==> src/rtl/ioh_cpu_requester_if.sv <==
// ----------------------------------------------------------------------------
// ioh_cpu_requester_if
// Bundles the CPU command/response handshake and the IOhandler slot signals
// of one ioh_cpu_requester instance.
//   master : the requester itself (accepts CPU commands, drives the slot)
//   slave  : the environment (CPU core plus IOhandler slot)
// Signals:
//   cpu_valid/cpu_we/cpu_addr/cpu_wdata : command offered by the CPU
//   cpu_ready                           : FIFO not full
//   cpu_rdata/cpu_rvalid/cpu_wdone      : completion reporting to the CPU
//   writeRequest/readRequest/ADDR/DATA  : request towards the IOhandler slot
//   requestDone/DataToCPUs              : slot completion and shared read bus
//   busy/timeout                        : status
// ----------------------------------------------------------------------------
interface ioh_cpu_requester_if;
  logic        cpu_valid;
  logic        cpu_we;
  logic [15:0] cpu_addr;
  logic [15:0] cpu_wdata;
  logic        cpu_ready;
  logic [15:0] cpu_rdata;
  logic        cpu_rvalid;
  logic        cpu_wdone;
  logic        writeRequest;
  logic        readRequest;
  logic [15:0] ADDR;
  logic [15:0] DATA;
  logic        requestDone;
  logic [15:0] DataToCPUs;
  logic        busy;
  logic        timeout;

  modport master (
    input  cpu_valid, cpu_we, cpu_addr, cpu_wdata, requestDone, DataToCPUs,
    output cpu_ready, cpu_rdata, cpu_rvalid, cpu_wdone,
           writeRequest, readRequest, ADDR, DATA, busy, timeout
  );

  modport slave (
    output cpu_valid, cpu_we, cpu_addr, cpu_wdata, requestDone, DataToCPUs,
    input  cpu_ready, cpu_rdata, cpu_rvalid, cpu_wdone,
           writeRequest, readRequest, ADDR, DATA, busy, timeout
  );
endinterface

==> src/rtl/ioh_cpu_requester.sv <==
// ----------------------------------------------------------------------------
// ioh_cpu_requester
// CPU-side initiator for one IOhandler request slot. CPU commands are queued
// in a DEPTH-entry FIFO, then issued one at a time on writeRequest or
// readRequest with ADDR/DATA held stable until the slot's requestDone. Read
// data is captured from the shared DataToCPUs bus on completion.
// Ports:
//   Clk   : system clock, all state on the rising edge
//   reset : synchronous, active-high
//   bus   : ioh_cpu_requester_if.master (CPU handshake + IOhandler slot)
// Parameters:
//   DEPTH   : FIFO entries, power of two, >= 2
//   TIMEOUT : REQ cycles before the sticky timeout flag sets, 0 disables
// ----------------------------------------------------------------------------
module ioh_cpu_requester #(
  parameter int DEPTH   = 4,
  parameter int TIMEOUT = 1024
) (
  input logic                 Clk,
  input logic                 reset,
  ioh_cpu_requester_if.master bus
);

  localparam int AW = $clog2(DEPTH);
  localparam int CW = AW + 1;
  localparam int TW = (TIMEOUT > 1) ? $clog2(TIMEOUT + 1) : 1;
  localparam logic [CW-1:0] FULL_CNT = CW'(DEPTH);
  localparam logic [TW-1:0] TO_LIMIT = TW'(TIMEOUT);
  localparam bit            TO_EN    = (TIMEOUT != 0);

  typedef enum logic [1:0] {
    ST_IDLE    = 2'd0,
    ST_REQ     = 2'd1,
    ST_RELEASE = 2'd2
  } state_e;

  state_e state_q, state_d;

  // FIFO storage and bookkeeping
  logic [DEPTH-1:0] mem_we_q, mem_we_d;
  logic [15:0]      mem_addr_q  [DEPTH];
  logic [15:0]      mem_addr_d  [DEPTH];
  logic [15:0]      mem_wdata_q [DEPTH];
  logic [15:0]      mem_wdata_d [DEPTH];
  logic [AW-1:0]    wr_ptr_q, wr_ptr_d;
  logic [AW-1:0]    rd_ptr_q, rd_ptr_d;
  logic [CW-1:0]    cnt_q, cnt_d;

  // Command currently being issued and registered outputs
  logic          we_q, we_d;
  logic [15:0]   addr_q, addr_d;
  logic [15:0]   data_q, data_d;
  logic [15:0]   rdata_q, rdata_d;
  logic          rvalid_q, rvalid_d;
  logic          wdone_q, wdone_d;
  logic          wreq_q, wreq_d;
  logic          rreq_q, rreq_d;
  logic          busy_q, busy_d;
  logic          timeout_q, timeout_d;
  logic [TW-1:0] tcnt_q, tcnt_d;

  logic ready;
  logic push;
  logic pop;
  logic complete;

  assign ready    = (cnt_q != FULL_CNT);
  assign push     = bus.cpu_valid & ready;
  // Only IDLE drains the FIFO, so a command never skips the queue.
  assign pop      = (state_q == ST_IDLE) & (cnt_q != {CW{1'b0}});
  // requestDone counts only while a request is outstanding; the trailing
  // level seen in RELEASE (and any stray pulse in IDLE) is ignored.
  assign complete = (state_q == ST_REQ) & bus.requestDone;

  // FIFO write, pointer and occupancy update
  always_comb begin
    mem_we_d    = mem_we_q;
    mem_addr_d  = mem_addr_q;
    mem_wdata_d = mem_wdata_q;
    wr_ptr_d    = wr_ptr_q;
    rd_ptr_d    = rd_ptr_q;
    cnt_d       = cnt_q;
    if (push) begin
      mem_we_d[wr_ptr_q]    = bus.cpu_we;
      mem_addr_d[wr_ptr_q]  = bus.cpu_addr;
      mem_wdata_d[wr_ptr_q] = bus.cpu_wdata;
      wr_ptr_d              = wr_ptr_q + AW'(1);
    end else begin
      wr_ptr_d = wr_ptr_q;
    end
    if (pop) begin
      rd_ptr_d = rd_ptr_q + AW'(1);
    end else begin
      rd_ptr_d = rd_ptr_q;
    end
    case ({push, pop})
      2'b10:   cnt_d = cnt_q + CW'(1);
      2'b01:   cnt_d = cnt_q - CW'(1);
      default: cnt_d = cnt_q;
    endcase
  end

  // FSM next-state
  always_comb begin
    state_d = state_q;
    case (state_q)
      ST_IDLE: begin
        if (pop) begin
          state_d = ST_REQ;
        end else begin
          state_d = ST_IDLE;
        end
      end
      ST_REQ: begin
        if (bus.requestDone) begin
          state_d = ST_RELEASE;
        end else begin
          state_d = ST_REQ;
        end
      end
      ST_RELEASE: begin
        if (bus.requestDone) begin
          state_d = ST_RELEASE;
        end else begin
          state_d = ST_IDLE;
        end
      end
      default: state_d = ST_IDLE;
    endcase
  end

  // FSM outputs: command capture, request bits, completion and status
  always_comb begin
    we_d   = we_q;
    addr_d = addr_q;
    data_d = data_q;
    if (pop) begin
      we_d   = mem_we_q[rd_ptr_q];
      addr_d = mem_addr_q[rd_ptr_q];
      data_d = mem_wdata_q[rd_ptr_q];
    end else begin
      we_d   = we_q;
    end

    // Request bits are derived from the next state so they are flops that
    // rise together with the REQ state and fall on the completion edge.
    wreq_d = (state_d == ST_REQ) &  we_d;
    rreq_d = (state_d == ST_REQ) & ~we_d;

    wdone_d  = complete &  we_q;
    rvalid_d = complete & ~we_q;
    if (complete & ~we_q) begin
      rdata_d = bus.DataToCPUs;
    end else begin
      rdata_d = rdata_q;
    end

    // Timeout counter restarts on every REQ entry and saturates at the limit.
    tcnt_d = tcnt_q;
    if (pop) begin
      tcnt_d = {TW{1'b0}};
    end else if ((state_q == ST_REQ) && (tcnt_q != TO_LIMIT)) begin
      tcnt_d = tcnt_q + TW'(1);
    end else begin
      tcnt_d = tcnt_q;
    end
    if (TO_EN && (state_q == ST_REQ) && (tcnt_d == TO_LIMIT)) begin
      timeout_d = 1'b1;
    end else begin
      timeout_d = timeout_q;
    end

    busy_d = (cnt_d != {CW{1'b0}}) | (state_d != ST_IDLE);
  end

  // State and datapath registers with synchronous reset
  always_ff @(posedge Clk) begin
    if (reset) begin
      state_q   <= ST_IDLE;
      mem_we_q  <= {DEPTH{1'b0}};
      for (int i = 0; i < DEPTH; i++) begin
        mem_addr_q[i]  <= 16'h0000;
        mem_wdata_q[i] <= 16'h0000;
      end
      wr_ptr_q  <= {AW{1'b0}};
      rd_ptr_q  <= {AW{1'b0}};
      cnt_q     <= {CW{1'b0}};
      we_q      <= 1'b0;
      addr_q    <= 16'h0000;
      data_q    <= 16'h0000;
      rdata_q   <= 16'h0000;
      rvalid_q  <= 1'b0;
      wdone_q   <= 1'b0;
      wreq_q    <= 1'b0;
      rreq_q    <= 1'b0;
      busy_q    <= 1'b0;
      timeout_q <= 1'b0;
      tcnt_q    <= {TW{1'b0}};
    end else begin
      state_q     <= state_d;
      mem_we_q    <= mem_we_d;
      mem_addr_q  <= mem_addr_d;
      mem_wdata_q <= mem_wdata_d;
      wr_ptr_q    <= wr_ptr_d;
      rd_ptr_q    <= rd_ptr_d;
      cnt_q       <= cnt_d;
      we_q        <= we_d;
      addr_q      <= addr_d;
      data_q      <= data_d;
      rdata_q     <= rdata_d;
      rvalid_q    <= rvalid_d;
      wdone_q     <= wdone_d;
      wreq_q      <= wreq_d;
      rreq_q      <= rreq_d;
      busy_q      <= busy_d;
      timeout_q   <= timeout_d;
      tcnt_q      <= tcnt_d;
    end
  end

  assign bus.cpu_ready    = ready;
  assign bus.cpu_rdata    = rdata_q;
  assign bus.cpu_rvalid   = rvalid_q;
  assign bus.cpu_wdone    = wdone_q;
  assign bus.writeRequest = wreq_q;
  assign bus.readRequest  = rreq_q;
  assign bus.ADDR         = addr_q;
  assign bus.DATA         = data_q;
  assign bus.busy         = busy_q;
  assign bus.timeout      = timeout_q;

endmodule

==> src/flat_wrapper.sv <==
// flat-port wrapper written by rule: the top's interface ports become plain ports
module ioh_cpu_requester_flat 
#(
  parameter int DEPTH   = 4,
  parameter int TIMEOUT = 1024
)
  (Clk, reset, bus_cpu_valid, bus_cpu_we, bus_cpu_addr, bus_cpu_wdata, bus_requestDone, bus_DataToCPUs, bus_cpu_ready, bus_cpu_rdata, bus_cpu_rvalid, bus_cpu_wdone, bus_writeRequest, bus_readRequest, bus_ADDR, bus_DATA, bus_busy, bus_timeout);
  ioh_cpu_requester_if bus_i ();
  input logic Clk;
  input logic reset;
  input wire logic [$bits(bus_i.cpu_valid)-1:0] bus_cpu_valid;
  input wire logic [$bits(bus_i.cpu_we)-1:0] bus_cpu_we;
  input wire logic [$bits(bus_i.cpu_addr)-1:0] bus_cpu_addr;
  input wire logic [$bits(bus_i.cpu_wdata)-1:0] bus_cpu_wdata;
  input wire logic [$bits(bus_i.requestDone)-1:0] bus_requestDone;
  input wire logic [$bits(bus_i.DataToCPUs)-1:0] bus_DataToCPUs;
  output wire logic [$bits(bus_i.cpu_ready)-1:0] bus_cpu_ready;
  output wire logic [$bits(bus_i.cpu_rdata)-1:0] bus_cpu_rdata;
  output wire logic [$bits(bus_i.cpu_rvalid)-1:0] bus_cpu_rvalid;
  output wire logic [$bits(bus_i.cpu_wdone)-1:0] bus_cpu_wdone;
  output wire logic [$bits(bus_i.writeRequest)-1:0] bus_writeRequest;
  output wire logic [$bits(bus_i.readRequest)-1:0] bus_readRequest;
  output wire logic [$bits(bus_i.ADDR)-1:0] bus_ADDR;
  output wire logic [$bits(bus_i.DATA)-1:0] bus_DATA;
  output wire logic [$bits(bus_i.busy)-1:0] bus_busy;
  output wire logic [$bits(bus_i.timeout)-1:0] bus_timeout;
  assign bus_i.cpu_valid = bus_cpu_valid;
  assign bus_i.cpu_we = bus_cpu_we;
  assign bus_i.cpu_addr = bus_cpu_addr;
  assign bus_i.cpu_wdata = bus_cpu_wdata;
  assign bus_i.requestDone = bus_requestDone;
  assign bus_i.DataToCPUs = bus_DataToCPUs;
  assign bus_cpu_ready = bus_i.cpu_ready;
  assign bus_cpu_rdata = bus_i.cpu_rdata;
  assign bus_cpu_rvalid = bus_i.cpu_rvalid;
  assign bus_cpu_wdone = bus_i.cpu_wdone;
  assign bus_writeRequest = bus_i.writeRequest;
  assign bus_readRequest = bus_i.readRequest;
  assign bus_ADDR = bus_i.ADDR;
  assign bus_DATA = bus_i.DATA;
  assign bus_busy = bus_i.busy;
  assign bus_timeout = bus_i.timeout;
  ioh_cpu_requester #(.DEPTH(DEPTH), .TIMEOUT(TIMEOUT)) u_core (.Clk(Clk), .reset(reset), .bus(bus_i));
endmodule
==> config.mk <==
export PLATFORM = sky130hd
export DESIGN_NAME = ioh_cpu_requester_flat
export DESIGN_NICKNAME = d
export VERILOG_FILES = /design/src/rtl/ioh_cpu_requester_if.sv /design/src/rtl/ioh_cpu_requester.sv /design/src/flat_wrapper.sv
export SDC_FILE = /design/constraint.sdc
export NUM_CORES = 1
export LEC_CHECK = 0
export ABC_CLOCK_PERIOD_IN_PS = 9200
export CORE_MARGIN = 2
export CORE_UTILIZATION = 59
export CTS_BUF_LIST = sky130_fd_sc_hd__clkbuf_16
export DETAILED_ROUTE_END_ITERATION = 7
export PLACE_DENSITY_LB_ADDON = 0.08
export SLEW_MARGIN = 20
export SYNTH_ARGS = -nofsm -noshare
export SYNTH_HDL_FRONTEND = slang
export SYNTH_SLANG_ARGS = --single-unit
export TNS_END_PERCENT = 20
==> constraint.sdc <==
create_clock -name Clk -period 9.2 [get_ports Clk]
set_clock_uncertainty 0.2 [all_clocks]
set_input_delay 1.38 -clock Clk [delete_from_list [all_inputs] [get_ports Clk]]
set_output_delay 1.38 -clock Clk [all_outputs]
set_load 0.02 [all_outputs]
# ---- Word level (Yosys, flattened, before mapping)
# Cells that the tools add are included.
dict set report op_classes {
  n_addsub 5
  n_lt_le_gt_ge 6
  n_eq_ne 8
  muxes 23
  n_bitwise 12
  reduce_logical 8
}
# cell count
set ops {}
lappend ops {{bitwise mux 64 bit} 2}
lappend ops {{two-way mux 16 bit} 5}
lappend ops {{binary-select mux 16 bit (select 2 bit)} 2}
lappend ops {{demux 16 bit (select 2 bit)} 1}
lappend ops {{two-way mux 11 bit} 2}
lappend ops {{adder 11 x 1 -> 11 bit (second input constant)} 1}
lappend ops {{== test 11 bit (second input constant)} 1}
lappend ops {{inequality test 11 bit (second input constant)} 1}
lappend ops {{bitwise AND 1 bit} 7}
lappend ops {{== test 2 x 1 -> 1 bit (second input constant)} 3}
lappend ops {{greater-or-equal comparator 3 bit (second input constant)} 2}
lappend ops {{< comparator 2 x 3 -> 1 bit (second input constant)} 2}
lappend ops {{inverter 2 -> 3 bit} 2}
lappend ops {{one-hot mux 2 bit (3 select lines)} 1}
lappend ops {{one-hot mux 3 bit (2 select lines)} 1}
lappend ops {{nonzero test 3 bit} 2}
lappend ops {{adder 2 x 1 -> 2 bit (second input constant)} 2}
lappend ops {{bitwise mux 4 bit} 1}
lappend ops {{== test 2 bit (second input constant)} 2}
lappend ops {{logical AND 1 bit} 4}
lappend ops {{two-way mux 1 bit} 4}
lappend ops {{two-way mux 2 bit} 2}
lappend ops {{adder 3 x 1 -> 3 bit (second input constant)} 1}
lappend ops {{< comparator 3 x 1 -> 1 bit (second input constant)} 1}
lappend ops {{9 further kinds} 10}
dict set report totals {
  regBits 207
  in_bits 53
  output_inout_bits 55
  elab_cells 86
}

# ---- Logic depth before layout (Yosys ltp)
# Gate-level depths: netlist of the first run.
dict set report depth {
  depth_word 6
  mapped_depth 13
  ltp_nobuf 10
}

# ---- Least setup slack after synthesis of the first run
# OpenSTA, ideal clock, no wires.
dict set report synth_path {
  path_kind {in2reg}
  startpoint {in bus_cpu_valid}
  endpoint {reg u_core.busy_q, in the netlist u_core.bus.busy}
  setup_time_ps 70
  arrival_time_ps 3039
  required_time_ps 8930
  setup_slack_ps 5891
  cell_stages 10
  n_path_buf 1
  cell_sequence {a21boi_0 > clkbuf_1 > inv_1 > ha_1 > inv_1 > fa_1 > nor2b_1 > a22oi_1 > nor3_1 > a21oi_1}
}
dict set report synth_between {
  elab_chain_len 5
  word_cells_on_any_way 6
  classes_between {2 x eq/ne; 1 x mux; 2 x bitwise; 1 x reduce/logical}
}
# item line_no
set synth_rtl {}
lappend synth_rtl {{from (decl)} flat_wrapper.sv:11} ;# input wire logic [$bits(bus_i.cpu_valid)-1:0] bus_cpu_valid;
lappend synth_rtl {{bitwise AND 1 bit (*)} ioh_cpu_requester.sv:68} ;# assign push = bus.cpu_valid & ready;
lappend synth_rtl {{== test 2 x 1 -> 1 bit / == test 2 bit (equally long branches)} ioh_cpu_requester.sv:96} ;# case ({push, pop})
lappend synth_rtl {{one-hot mux 3 bit (2 select lines) (*)} ioh_cpu_requester.sv:96}
lappend synth_rtl {{nonzero test 3 bit (*)} ioh_cpu_requester.sv:173} ;# busy_d = (cnt_d != {CW{1'b0}}) | (state_d != ST_IDLE);
lappend synth_rtl {{OR 1 bit (*)} ioh_cpu_requester.sv:173}
lappend synth_rtl {{to (signal assigned)} ioh_cpu_requester.sv:215} ;# busy_q <= busy_d;
lappend synth_rtl {{to (decl)} ioh_cpu_requester.sv:58} ;# logic busy_q, busy_d;
# Every way passes the cells marked *; elsewhere a longest branch is shown, timed or not.
# A chain may end at the register's enable or synchronous reset.

# ---- Worst setup path in the final report of the first run
# Ends and elaborated chain as after synthesis.

==> flow_summary_export.csv, run 1 <==
group,metric,value,unit
run_status,status,"finished, final reports clean",
synthesis,yosysSeqAreaShare,50.0,%
grt,grt_max_degree,122,
synthesis,synth_top_family_by_area,"simple AND/OR/NAND/NOR gates",
setup_path,cp_max_fo,11,
finish,fillers,1113,
setup_path,critPathLaunchType,"input pin",
sta,fin_tns_setup,0,ns
setup_path,crit_buf_inv,3,
setup_path,cp_slowest_cell,"a21boi_1",
finish,area_delta_synth_final,20.9,%
routing,wl_per_cell,15.8,µm
setup_path,r2r_setup_slack,6.41,ns
setup_path,end_kind,"flip-flop",
setup_path,path_cells,"clkdlybuf4s50_1, a21boi_1, inv_1, ha_1, inv_1, fa_1, nor2b_1, a22oi_1, nor3_1, a21oi_1",
clock_tree,cts.sink_count,207,
clock_tree,cts_root_buf,"clkbuf_16",
routing,wl_met3,1100,µm
synthesis,syn_inst,988,
setup_path,max_stage_delay,0.57,ns
clock_tree,clk_pin_slew,0.06,ns
synthesis,synthArstFlopShare,0,%
grt,grtUsageTotal,26.3,%
sta,hold_violations,0,
setup_path,cpMostUsedCell,"inv_1",
flow_run,max-cap-violations,0,
grt,overflow,0,
routing,ant_nets,0,
setup_path,required,9.41,ns
synthesis,yosysWarnings,0,
routing,drc,0,
clock_tree,clock_latency,0.49,ns
placed_design,hpwlAfterDp,11000,µm
grt,grt_pass1_vias,6508,
routing,route.met2.wl,9870,µm
routing,vias_per_cell,5.51,
finish,nNetsFinal,1121,
clock_tree,cts_resized,0,
setup_path,arrival,3.82,ns
synthesis,synth_flop_cell,"dfxtp_1",
clock_tree,cts_tree,"yes",
setup_path,crit_family,"compound AO/OA/AOI/OAI gates",
floorplanning,io_pins,108,
floorplanning,start_util,60.1,%
floorplanning,fp.dieH,122,µm
synthesis,synthAdderAreaFrac,1.30,%
power,ir_drop,150,µV
clock_tree,cts_setup_buffers,0,
routing,wl_met1,8570,µm
sta,setup_viol,0,
sta,finalCriticalPeriod,3.60,ns
grt,grt_pass1_wl,31700,µm
synthesis,syn_area_per_cell,8.38,µm²
placed_design,io_buffer_count,107,
sta,max_slew_margin,34.6,%
floorplanning,die_area,0.0150,mm²
worst_hold_path,hold_end,"u_core.mem_addr_q[7]$_SDFFE_PP0P_",
sta,whs,0.251,ns
routing,drt-initial-drc-count,530,
clock_tree,clock_path_buffers,3,
synthesis,yosys.area_share.simple,21.4,%
clock_tree,numCtsBuffers,22,
worst_hold_path,hold_depth,2,
floorplanning,row_count,43,
synthesis,synth-compound-area-share,12.3,%
setup_path,crit_type,"in -> reg",
placed_design,place.gp.congestion,0.796,
setup_path,rr_startpoint,"u_core.cnt_q[0]$_SDFF_PP0_",
clock_tree,cts_hold_buf,0,
sta,post-route-period-util,39.2,%
sta,fmax,278,MHz
grt,antenna_found_initial,0,
floorplanning,design.core.area,0.0138,mm²
finish,drive_gt1_share,7.57,%
sta,drv_slew,0,
setup_path,reg2reg_depth,10,
synthesis,synth_cell_types,39,
finish,n_antenna_cell,0,
routing,routed_wl,19800,µm
worst_hold_path,hold_class,"reg -> reg",
routing,highest_layer,"met4",
power,p_leak,3.42,nW
sta,worstMarginPinSlew,0.982,ns
synthesis,syn_nets,1049,
power,pwr_density_cell,245,mW/mm²
sta,grt_setup_unrepaired,"false",
routing,firstDrtPassIters,5,
floorplanning,die_w,122,µm
clock_tree,ctsHtreeMaxLevel,1,
setup_path,r2r-end,"u_core.bus.busy$_SDFF_PP0_",
synthesis,syn_area,0.00828,mm²
worst_hold_path,hold_start,"u_core.mem_addr_q[7]$_SDFFE_PP0P_",
synthesis,synth-xor-area-share,2.01,%
synthesis,synth-edff-count,0,
routing,vias,6888,
synthesis,muxShareOfSynthArea,9.10,%
synthesis,synth_seq_cells,207,
[worst reg2reg max path, cell delays in order, from the launching register on]
cell,delay (ns)
dfxtp_1,0.41
nor2_1,0.11
a21boi_1,0.58
inv_1,0.14
ha_1,0.26
inv_1,0.08
fa_1,0.42
nor2b_1,0.16
a22oi_1,0.15
nor3_1,0.07
a21oi_1,0.16
[power by group]
part	internal, W	switching [W]
logic	0.000249	0.000370
registers	0.000985	0.0000809
clock network	0.000430	0.000337
[layout make-up]
cell class                      instances  area, µm²  area share (%)
Tap cell                              180        225            2.25
Inverter                               11       41.3           0.412
Clock buffer                           22        551            5.50
Sequential cell                       207       4150            41.4
Multi-Input combinational cell        698       3820            38.1
Clock inverter                         12       61.3           0.612
Timing Repair Buffer                  120       1170            11.7
[kinds of logic after synthesis]
| kind of cell | Yosys count |
|---|---|
| flip-flops | 207 |
| XOR/XNOR | 19 |
| adder cells (fa/ha/maj) | 8 |
| buffers and inverters | 83 |
| AO/OA/AOI/OAI | 196 |
| multiplexers | 34 |
| AND/OR/NAND/NOR | 441 |
[routing by layer]
layer | vias up | track usage (%)
li1 | 3404 | -
met1 | 3282 | 34.2
met2 | 180 | 46.3
met3 | 22 | 3.39
met4 | 0 | 7.18
met5 | - | 0
[synth_stat cells, types with 3 or more instances]
cell        n  area share [%]
a211oi_1    3            0.27
a21oi_1   184              11
and2_1      5            0.38
buf_1       6            0.27
clkbuf_1   63             2.9
dfxtp_1   207              50
ha_1        7             1.1
inv_1      11            0.50
mux4_2     33             9.0
nand2_1   377              17
nand3_1     5            0.30
nor2_1     27             1.2
nor2b_1     4            0.30
nor3_1      5            0.30
o21ai_0     3            0.18
xnor2_1    11             1.2
xor2_1      8            0.85
[layout by cell type (no fill, tap or decap), drive strengths merged, types with 2 or more instances in the layout]
cell type and n:
a211oi 3, a21oi 184, a22oi 2, and2 6, buf 14, clkbuf 22
clkdlybuf4s50 106, clkinv 8, dfxtp 207, ha 7, inv 15, mux4 33
nand2 377, nand2b 2, nand3 5, nand3b 2, nand4 2, nor2 27
nor2b 4, nor3 5, nor3b 2, nor4 2, o21ai 3, or3 3
or4b 2, xnor2 11, xor2 8
[through the flow]
| stage | cells | setup slack (ns) | utilization [%] | power, W | instance area [µm²] |
|---|---|---|---|---|---|
| floorplan | 988 | 5.89 | - | 0.00148 | 8280 |
| global placement | 1216 | 4.95 | 68.2 | 0.00169 | 9400 |
| detailed placement | 1216 | 4.86 | 68.2 | 0.00170 | 9400 |
| CTS | 1250 | 5.33 | 72.7 | 0.00246 | 10000 |
| global route | 1250 | 5.31 | 72.7 | 0.00257 | 10000 |
| finish | 1250 | 5.60 | 72.7 | 0.00245 | 10000 |
[worst max path at each step]
stage	start	to	slack [ns]	depth (start not counted)
floorplan	bus_cpu_valid	u_core.bus.busy$_SDFF_PP0_	5.89	10
global placement	bus_cpu_valid	u_core.bus.busy$_SDFF_PP0_	4.95	10
detailed placement	bus_cpu_valid	u_core.bus.busy$_SDFF_PP0_	4.86	10
CTS	bus_cpu_valid	u_core.bus.busy$_SDFF_PP0_	5.33	10
global route	bus_cpu_valid	u_core.bus.busy$_SDFF_PP0_	5.31	10
finish	bus_cpu_valid	u_core.bus.busy$_SDFF_PP0_	5.60	10
[registers in the layout, summed over array words and instances, names as in the netlist]
name                     flops
u_core.mem_addr_q           64
u_core.mem_wdata_q          64
u_core.bus.ADDR             16
u_core.bus.DATA             16
u_core.bus.cpu_rdata        16
u_core.tcnt_q               11
u_core.mem_we_q              4
u_core.cnt_q                 3
u_core.rd_ptr_q              2
u_core.state_q               2
u_core.wr_ptr_q              2
u_core.bus.busy              1
u_core.bus.cpu_rvalid        1
u_core.bus.cpu_wdone         1
u_core.bus.readRequest       1
u_core.bus.timeout           1
u_core.bus.writeRequest      1
u_core.we_q                  1
Power figures use the tool's default switching activity.
==> run 2: changes to the inputs <==
ABC_CLOCK_PERIOD_IN_PS = 3010   (was 9200)
CORE_UTILIZATION = 50   (was 59)
clock period = 3.01 ns   (was 9.2 ns; I/O delays follow)
==> run 2 against run 1 <==
Compared with the run above:
- sequential power increased to 3.0 times the previous value
- non-clock buffer count increased by 13
- highest routed layer unchanged
- critical endpoint unchanged
- largest cell class unchanged
- global-route usage decreased by 3.9 points
==> flow_summary_export.csv, run 2 (synthesis results as in run 1) <==
group,metric,value,unit
power,internal_power,0.00516,W
power,pwr_density_cell,741,mW/mm²
sta,worstMarginPinSlew,0.680,ns
setup_path,critPathLaunchType,"flip-flop",
floorplanning,die_w,133,µm
routing,wl_per_cell,15.3,µm
power,clkPwrFrac,31.4,%
setup_path,crit_type,"reg -> reg",
sta,setup_viol,0,
clock_tree,cts_resized,0,
power,seq_power_share,42.7,%
sta,hold_violations,0,
worst_hold_path,hold_start,"reset",
routing,routed_wl,20000,µm
sta,post-route-period-util,79.4,%
grt,grt_util_met3,3.22,%
clock_tree,ctsHtreeMaxLevel,1,
power,ir_drop,503,µV
power,power,0.00754,W
clock_tree,clock_latency,0.49,ns
floorplanning,design.core.area,0.0164,mm²
clock_tree,clk_pin_slew,0.06,ns
grt,grtUsageTotal,22.4,%
floorplanning,io_pins,108,
routing,ant_nets,0,
grt,grt_max_degree,59,
grt,grt.busiest_layer,"met2",
power,p_comb_share,25.9,%
routing,vias,6809,
worst_hold_path,hold_class,"in -> reg",
finish,final-instance-count-excl-fill,1305,
setup_path,cp_slowest_cell,"fa_1",
run_status,status,"finished, final reports clean",
power,p_leak,3.50,nW
setup_path,crit_path_start,"u_core.cnt_q[0]$_SDFF_PP0_",
grt,overflow,0,
finish,utilization,62.1,%
floorplanning,fp.dieH,133,µm
flow_run,max-cap-violations,0,
sta,finalCriticalPeriod,2.39,ns
setup_path,rr_startpoint,"u_core.cnt_q[0]$_SDFF_PP0_",
setup_path,end_kind,"flip-flop",
floorplanning,die_area,0.0176,mm²
sta,grt_setup_unrepaired,"false",
clock_tree,cts_root_buf,"clkbuf_16",
routing,drc,0,
sta,fin_tns_setup,0,ns
placed_design,hpwlAfterDp,12000,µm
setup_path,arrival,2.54,ns
floorplanning,row_count,47,
routing,firstDrtPassIters,4,
grt,antenna_found_initial,0,
setup_path,path_cells,"nor3_1, or3_1, inv_1, ha_1, inv_1, fa_1, nor2b_1, a22oi_1, nor3_1, a21oi_1",
setup_path,max_stage_delay,0.47,ns
finish,mostFrequentLayoutCells,"377 x nand2_1, 205 x dfxtp_1, 184 x a21oi_1",
finish,nNetsFinal,1134,
placed_design,io_buffer_count,107,
finish,final_common_cell,"nand2_1",
clock_tree,cts_tree,"yes",
setup_path,cp_max_fo,5,
finish,drive_gt1_share,8.57,%
power,netSwitchingPower,0.00238,W
sta,drv_slew,0,
floorplanning,start_util,50.5,%
finish,n_antenna_cell,0,
placed_design,dp_cells,1269,
clock_tree,cts_hold_buf,0,
clock_tree,numCtsBuffers,22,
grt,met2_usage,37.7,%
finish,area_delta_synth_final,23.0,%
setup_path,required,3.16,ns
grt,grt_pass1_wl,32700,µm
routing,drt-initial-drc-count,403,
clock_tree,cts.sink_count,207,
finish,largest_registers,"u_core.mem_addr_q: 64 flops, u_core.mem_wdata_q: 64 flops",
routing,vias_per_cell,5.22,
grt,met1_usage,30.3,%
sta,fmax,418,MHz
power,p_sw_share,31.5,%
sta,max_slew_margin,54.5,%
grt,grt_pass1_vias,6381,
clock_tree,cts_setup_buffers,0,
placed_design,place.gp.congestion,0.768,
clock_tree,clock_path_buffers,3,
run 2: cell types whose count changed in the layout (fill, tap and decap cells not counted), sizes merged:
| cell | before | now |
|---|---|---|
| buf | 14 | 27 |
| inv | 15 | 18 |
| clkinv | 8 | 6 |
| clkbuf | 22 | 23 |
run 2: power groups by stage:
stage	clock network (W)	registers, W	logic [W]
6_report	0.00237	0.00322	0.00195
5_1_grt	0.00254	0.00326	0.00214
4_1_cts	0.00243	0.00322	0.00198
3_5_place_dp	0	0.00328	0.00197
3_3_place_gp	0	0.00328	0.00197
2_1_floorplan	0	0.00330	0.00122
run 2: worst paths after layout:
check / to / cells past startpoint / slack [ns]
setup / recovery: u_core.bus.busy$_SDFF_PP0_ / 10 / 0.62
hold / removal: u_core.cnt_q[0]$_SDFF_PP0_ / 2 / 0.16
setup reg to reg: u_core.bus.busy$_SDFF_PP0_ / 10 / 0.62
hold reg to reg: u_core.bus.ADDR[5]$_SDFFE_PP0N_ / 2 / 0.25
run 2: final cells by class:
cell class | count | area (µm²)
Fill cell | 1464 | 6220
Sequential cell | 207 | 4150
Multi-Input combinational cell | 698 | 3820
Timing Repair Buffer | 133 | 1280
Clock buffer | 23 | 576
Tap cell | 220 | 275
Clock inverter | 13 | 51.3
Inverter | 11 | 41.3
run 2: through the flow:
step	setup slack (ns)	instance area (µm²)	hold WS, ns
5_1_grt	0.410	10200	0.173
2_1_floorplan	0.0582	8280	0.233
3_3_place_gp	0.323	9560	0.238
4_1_cts	0.623	10200	0.152
6_report	0.619	10200	0.162
3_5_place_dp	0.298	9560	0.245
run 2: metal layers:
layer  wire length, µm  part of all wire, %
met5                 0                    0
met4               308                  1.5
met3              1120                  5.6
met2              9670                   48
met1              8870                   44
run 2: worst max-delay path: cells and delay by family (launching register included):
kind                       cells  cell delay [ns]
buffers and inverters          2             0.16
DFF                            1             0.40
AOI/OAI and AO/OA              2             0.17
adders and majority gates      2             0.66
and+or+nand+nor                4             0.68
==> run 3: changes to the inputs <==
ABC_CLOCK_PERIOD_IN_PS = 2400   (was 3010)
CORE_UTILIZATION = 55   (was 50)
clock period = 2.4 ns   (was 3.01 ns; I/O delays follow)
==> run 3 against run 2 <==
Compared with the run above:
- critical path depth unchanged
- die area down 8.8%
- via count up 2.3%
- core utilization up 9.1 points
- setup slack worse by 0.53 ns
- highest routed layer unchanged
- flip-flop and latch count unchanged
- clock power up 35%
- register-to-register slack worse by 0.53 ns
- count of clock-buffer cells in the layout unchanged
- critical path type unchanged
- cell count down 1.2%
==> flow_summary_export.csv, run 3 (synthesis results as in run 1) <==
group,metric,value,unit
run_status,status,"finished, final reports clean",
finish,largest_registers,"u_core.mem_addr_q: 64 flops, u_core.mem_wdata_q: 64 flops",
grt,grt_max_degree,88,
finish,n_antenna_cell,0,
placed_design,io_buffer_count,107,
sta,finalWorstSetupSlack,0.0881,ns
placed_design,place.gp.congestion,0.816,
grt,overflow,0,
routing,firstDrtPassIters,4,
power,ir_drop,614,µV
finish,final_common_cell,"nand2_1",
power,p_leak,3.61,nW
setup_path,end_kind,"flip-flop",
floorplanning,fp.dieH,127,µm
finish,nNetsFinal,1151,
finish,fin_area,0.0104,mm²
setup_path,r2r_setup_slack,0.09,ns
sta,finalCriticalPeriod,2.31,ns
routing,vias_per_cell,5.41,
setup_path,crit_type,"reg -> reg",
placed_design,hpwlAfterDp,12000,µm
grt,grt_pass1_wl,32900,µm
clock_tree,cts_root_buf,"clkbuf_16",
sta,whs,0.0237,ns
floorplanning,io_pins,108,
setup_path,arrival,2.48,ns
placed_design,dp_slack,-0.257,ns
placed_design,post_dp_cell_area,0.00967,mm²
finish,area_delta_synth_final,25.9,%
floorplanning,row_count,44,
clock_tree,clock_path_buffers,3,
sta,setup_viol,0,
clock_tree,cts_hold_buf,0,
setup_path,critPathLaunchType,"flip-flop",
sta,worstMarginPinSlew,0.649,ns
finish,drive_gt1_share,11.6,%
finish,final-instance-count-excl-fill,1289,
sta,fmax,433,MHz
setup_path,cp_max_fo,3,
routing,wl_per_cell,15.5,µm
clock_tree,clk_pin_slew,0.06,ns
sta,max_slew_margin,56.6,%
routing,vias,6969,
routing,drc,0,
power,pwr_density_cell,953,mW/mm²
routing,drt-initial-drc-count,493,
flow_run,max-cap-violations,0,
floorplanning,die_w,127,µm
clock_tree,cts_tree,"yes",
grt,antenna_found_initial,0,
sta,drv_slew,0,
worst_hold_path,hold_class,"in -> reg",
floorplanning,die_area,0.0161,mm²
finish,mostFrequentLayoutCells,"377 x nand2_1, 202 x dfxtp_1, 184 x a21oi_1",
sta,post-route-period-util,96.3,%
clock_tree,clock_latency,0.50,ns
clock_tree,numCtsBuffers,22,
floorplanning,start_util,56.6,%
grt,grtUsageTotal,24.7,%
routing,ant_nets,0,
setup_path,required,2.57,ns
floorplanning,design.core.area,0.0146,mm²
placed_design,dp_cells,1244,
routing,routed_wl,20000,µm
finish,fillers,1182,
clock_tree,cts.sink_count,207,
grt,grt_pass1_vias,6621,
sta,hold_violations,0,
power,power,0.00994,W
clock_tree,ctsHtreeMaxLevel,1,
-- run 3: power by group --
group | leakage (nW) | internal (W) | switching [W] | total (W)
Sequential | 1.68 | 0.00378 | 0.000216 | 0.00400
Clock | 0.333 | 0.00184 | 0.00135 | 0.00319
Combinational | 1.59 | 0.00118 | 0.00157 | 0.00275
-- run 3: repair_timing --
item / 4_1_cts / 5_1_grt
gates resized for setup: 0 / 7
buffers inserted: 0 / 6
setup endpoints to repair: 0 / 1
-- run 3: layout make-up --
cell class              instances  area [µm²]  share of cell area, %
inverters                      11        41.3                  0.396
flip-flops and latches        207        4160                   39.8
clock inverters                16         106                   1.02
clock buffers                  23         576                   5.52
well taps                     184         230                   2.21
repair buffers                150        1470                   14.1
multi-input cells             698        3850                   36.9
-- run 3: metal layers --
| layer | GRT usage [%] | up-vias | wire [µm] |
|---|---|---|---|
| met5 | 0 | - | 0 |
| met4 | 6.40 | 0 | 340 |
| met3 | 3.54 | 29 | 1110 |
| met2 | 42.0 | 181 | 9620 |
| met1 | 33.6 | 3291 | 8910 |
| li1 | - | 3468 | - |
-- run 3: final timing paths --
path	startpoint	endpoint	cells after the start
min reg2reg	u_core.mem_wdata_q[23]$_SDFFE_PP0P_	u_core.mem_wdata_q[23]$_SDFFE_PP0P_	2
max reg2reg	u_core.cnt_q[0]$_SDFF_PP0_	u_core.bus.busy$_SDFF_PP0_	10
min	reset	u_core.tcnt_q[8]$_SDFF_PP0_	2
max	u_core.cnt_q[0]$_SDFF_PP0_	u_core.bus.busy$_SDFF_PP0_	10
-- run 3: through the flow --
| stage | util, % | setup TNS, ns |
|---|---|---|
| after global routing | 71.2 | -0.0158 |
| after floorplan | - | -0.275 |
| after CTS | 70.7 | 0 |
| final | 71.2 | 0 |
| after global placement | 66.0 | -0.165 |
| after detailed placement | 66.0 | -0.354 |
-- run 3: worst max-delay path, stage by stage, from the launching register on --
cell and delay, ns:
dfxtp_4 0.35, nor2_1 0.20, a21boi_0 0.18, inv_1 0.15
ha_4 0.15, inv_1 0.04, fa_1 0.48, nor2b_4 0.16
a22oi_2 0.06, nor3_2 0.14, a21oi_1 0.07
